===== config.mk =====
export PLATFORM = sky130hd
export DESIGN_NAME = pipe_mem_ctrl
export DESIGN_NICKNAME = d
export VERILOG_FILES = /design/src/rtl/pipe_mem_ctrl.sv
export SDC_FILE = /design/constraint.sdc
export NUM_CORES = 1
export LEC_CHECK = 0
export ABC_AREA = 0
export CAP_MARGIN = 25
export CELL_PAD_IN_SITES_DETAIL_PLACEMENT = 0
export CELL_PAD_IN_SITES_GLOBAL_PLACEMENT = 1
export CORE_MARGIN = 1.5
export CORE_UTILIZATION = 25
export CTS_CLUSTER_DIAMETER = 100
export DETAILED_ROUTE_END_ITERATION = 6
export PLACE_DENSITY = 0.89
export SKIP_LAST_GASP = 1
export SYNTH_ARGS = -nofsm -noshare
export SYNTH_HDL_FRONTEND = slang
export SYNTH_SLANG_ARGS = --single-unit

===== constraint.sdc =====
create_clock -name CLK -period 5.8 [get_ports CLK]
set_clock_uncertainty 0.05 [all_clocks]
set_input_delay 1.45 -clock CLK [delete_from_list [all_inputs] [get_ports CLK]]
set_output_delay 1.45 -clock CLK [all_outputs]
set_load 0.05 [all_outputs]

===== src/rtl/pipe_mem_ctrl.sv =====
// Pipeline sequencing controller: arbitrates the single shared RAM port between
// instruction fetch and data memory, and merges all stall sources into the
// 6-bit stall vector that drives the PC and the pipeline registers.
module pipe_mem_ctrl #(
  parameter int unsigned TIMEOUT = 255,
  parameter int unsigned CNT_W   = 8
) (
  input  logic        CLK,
  input  logic        RST,
  // instruction fetch side
  input  logic        if_req,
  input  logic [31:0] if_addr,
  output logic [31:0] if_rdata,
  output logic        if_done,
  // data memory side
  input  logic        mem_req,
  input  logic        mem_we,
  input  logic [31:0] mem_addr,
  input  logic [31:0] mem_wdata,
  output logic [31:0] mem_rdata,
  output logic        mem_done,
  // shared RAM port
  output logic        ram_req,
  output logic        ram_we,
  output logic [31:0] ram_addr,
  output logic [31:0] ram_wdata,
  input  logic [31:0] ram_rdata,
  input  logic        ram_ready,
  // stall sources and result
  input  logic        stallreq_id,
  input  logic        stallreq_ex,
  output logic [5:0]  stall,
  output logic        mem_err
);

  typedef enum logic [1:0] {
    StIdle,
    StFetch,
    StData
  } state_e;

  state_e            state_q, state_d;
  logic [CNT_W-1:0]  cnt_q, cnt_d;
  logic              we_q, we_d;
  logic [31:0]       addr_q, addr_d;
  logic [31:0]       wdata_q, wdata_d;
  logic              err_q, err_d;
  logic              timeout_hit;
  logic              sreq_mem;
  logic              sreq_if;

  // Last waiting cycle of a transaction with no ready: abort instead of counting on.
  assign timeout_hit = (cnt_q == CNT_W'(TIMEOUT - 1)) && !ram_ready;

  // State, latched request and sticky error registers; synchronous reset.
  always_ff @(posedge CLK) begin
    if (RST) begin
      state_q <= StIdle;
      cnt_q   <= '0;
      we_q    <= 1'b0;
      addr_q  <= '0;
      wdata_q <= '0;
      err_q   <= 1'b0;
    end else begin
      state_q <= state_d;
      cnt_q   <= cnt_d;
      we_q    <= we_d;
      addr_q  <= addr_d;
      wdata_q <= wdata_d;
      err_q   <= err_d;
    end
  end

  // Arbitration (MEM over IF), completion, and timeout handling.
  always_comb begin
    state_d  = state_q;
    cnt_d    = cnt_q;
    we_d     = we_q;
    addr_d   = addr_q;
    wdata_d  = wdata_q;
    err_d    = err_q;
    if_done  = 1'b0;
    mem_done = 1'b0;
    case (state_q)
      StIdle: begin
        cnt_d = '0;
        if (mem_req) begin
          state_d = StData;
          addr_d  = mem_addr;
          wdata_d = mem_wdata;
          we_d    = mem_we;
        end else if (if_req) begin
          state_d = StFetch;
          addr_d  = if_addr;
          we_d    = 1'b0;
        end
      end
      StFetch, StData: begin
        if (ram_ready) begin
          if_done  = (state_q == StFetch);
          mem_done = (state_q == StData);
          state_d  = StIdle;
          cnt_d    = '0;
        end else if (timeout_hit) begin
          // Requester keeps waiting and is re-arbitrated from idle.
          err_d   = 1'b1;
          state_d = StIdle;
          cnt_d   = '0;
        end else begin
          cnt_d = cnt_q + CNT_W'(1);
        end
      end
      default: begin
        state_d = StIdle;
      end
    endcase
  end

  // Stall merge: highest-priority source decides how far back the pipeline freezes.
  always_comb begin
    sreq_mem = mem_req && !mem_done;
    sreq_if  = if_req && !if_done;
    stall    = 6'b000000;
    if (sreq_mem) begin
      stall = 6'b011111;
    end else if (stallreq_ex) begin
      stall = 6'b001111;
    end else if (stallreq_id) begin
      stall = 6'b000111;
    end else if (sreq_if) begin
      stall = 6'b000011;
    end
  end

  assign ram_req   = (state_q != StIdle);
  assign ram_we    = (state_q == StData) && we_q;
  assign ram_addr  = addr_q;
  assign ram_wdata = wdata_q;
  assign if_rdata  = ram_rdata;
  assign mem_rdata = ram_rdata;
  assign mem_err   = err_q;

endmodule


==> metrics <==
status complete, no violations; Final Cycle Share 0.845; post-detailed-route wirelength per cell 14.2 um; vias in the first global route 3278; Clk pwr share 0.335; post-CTS sizing 0; largest net degree at the start of global routing 49; CTS buffer count 9; Final Util 0.380; Core Rows 44; final-report max-slew violation count 0; Final Wtd Congestion ~0.75; worst min path class register to register; Setup Total Neg Slack 0 ps; Vias/cell 4.50; first-pass GRT wire length 16100 um; Post-synth EDFFs 0; final WL between 10000 and 15000 um; Sequential Power Share 0.338; drt first-iter violations 118; Mapped Avg Cell Area 8.60 um^2; Critical Path Start Type input pin; crit path DAT 3400 ps; DRC violation count after routing 0; CP max FO 4; gr usage total 0.131; design internal power 1.20 mW; Max-Cap Viols 0; Netlist cell types 40; Mapped Area 3720 um^2; worst vdd ir 0.000117 V; area delta synth->final 48.3%; number of H-tree levels 3; Primary FF master, synth dfxtp_1; initial core utilization 0.256; routed vias 3250; worst-skew pair later-pin latency roughly 330 ps; Worst EP required between 4000 and 5000 ps; sw frac 0.338; leakage 2.10 nW; setup bufs post-CTS 0; Clock Path Buffers 2; sw power 0.613 mW; CORE AREA 14500 um^2; WHS 407 ps; Root Buffer clkbuf_16; Worst-Margin Slew 608 ps; Die Y between 100 and 150 um; Crit Path Category input pin to output port; Overflow after GRT 0; # setup viols final 0; RSZ-0062 raised after global routing no; Rel. slew slack 0.595; Crit. End Element output port; DRT antenna net count 0; CTS clock-pin slew for the worst setup and hold paths roughly 60 ps; total die area 15600 um^2; Post-synth ARST share 0; Mapped Cells 433; # diodes 0; TritonCTS clock tree done; Fill cells 1448; yosys warns 0; initial antenna violation count 0; HPWL reported at the end of detailed placement 7820 um; PD cells 328 nW/um^2; layout cells sized above 1 0.0539; Period minus WS final between 4000 and 5000 ps; first-pass iteration count of the detailed router 5; total power 1.81 mW; #FFs+latches synth 76; cts hold-fix bufs 0; Die W 125 um; Comb power frac 0.326; IO Port Bufs 177; clk sinks 76; I/O Pins 275; register area share after synthesis 0.409; post-synth net total 575; fmax between 200 and 250 MHz; final hold vios 0; Final Net Count 675
## power by group through the flow
stage / logic [mW] / registers, mW / clock network (mW)
floorplan: 0.290 / 0.809 / 0
global placement: 0.570 / 0.622 / 0
detailed placement: 0.589 / 0.625 / 0
CTS: 0.590 / 0.614 / 0.632
global route: 0.629 / 0.621 / 0.656
finish: 0.591 / 0.613 / 0.608
## cell usage in the layout, fill, tap and decap left out, drive strengths merged, types with 5 or more instances in the layout
cell	count
clkdlybuf4s50	175
dfxtp	76
nand2	69
a211oi	36
a21oi	35
nor2	33
mux2i	32
clkbuf	11
inv	8
buf	7
ha	6
a221oi	5
## worst max-delay path, cell delays in order
cell and delay (ps):
clkdlybuf4s50_1 510, nand3_1 180, a211o_1 360, a21o_1 190, clkdlybuf4s50_1 700
## kinds of logic (layout without fill, tap and decap cells)
family	count (synthesis)	after routing	synth area share
adders and majority gates	6	6	0.0202
other	1	1	0.00101
muxes	32	32	0.0861
DFF	76	76	0.409
xor gates and xnor gates	3	3	0.00706
AOI/OAI and AO/OA	87	87	0.154
buffers and inverters	101	206	0.173
and+or+nand+nor	127	127	0.150
## synthesized netlist by cell type, types with 2 or more instances
master	number	area, um^2
ha_1	6	75.1
a21oi_1	35	175
o21ai_0	3	15.0
a211oi_1	36	270
xor2_1	3	26.3
and2_1	3	18.8
buf_2	11	55.1
nor2_1	33	124
buf_4	67	503
clkbuf_1	11	41.3
nand3_1	3	15.0
o21a_1	2	15.0
buf_1	4	15.0
mux2i_1	32	320
nand2_1	69	259
a221oi_1	4	35.0
nand2b_1	4	25.0
or3_1	3	18.8
inv_1	8	30.0
dfxtp_1	76	1520
## per-layer routing
metal  vias up  global-route usage  share of wire
met3        30              0.0552          0.099
met5         -                   0              0
met2       156               0.220           0.46
met4         0              0.0709          0.031
met1      1448               0.139           0.41
li1       1616                   -              -
## layout make-up
type	count	area (um^2)	share of cell area
clock buffer	11	243	0.0440
clock inverter	5	85.1	0.0154
inverter	8	30.0	0.00544
multi-input combinational	256	1560	0.282
sequential	76	1520	0.276
tap	184	230	0.0417
timing repair buffer	182	1850	0.336
## state kept, by name, summed over array words and instances (netlist names)
register / flops
mem_err: 1
we_q: 1
ram_wdata: 32
ram_addr: 32
state_q: 2
cnt_q: 8
## stage by stage
| step | area [um^2] | setup WS, ps | cells |
|---|---|---|---|
| floorplan | 3720 | 1560 | 433 |
| global placement | 5120 | 879 | 703 |
| detailed placement | 5160 | 891 | 705 |
| CTS | 5490 | 875 | 721 |
| global route | 5520 | 832 | 722 |
| finish | 5520 | 898 | 722 |
## path summary, 6_finish.rpt
kind | endpoint | slack [ps] | depth (start not counted) | startpoint
max | stall[1] | 900 | 5 | ram_ready
min reg2reg | ram_wdata[28] | 410 | 2 | ram_wdata[28]
max reg2reg | state_q[1] | 3820 | 6 | state_q[1]
min | ram_wdata[28] | 410 | 2 | ram_wdata[28]
No activity file was read; power rests on OpenSTA's default activity.
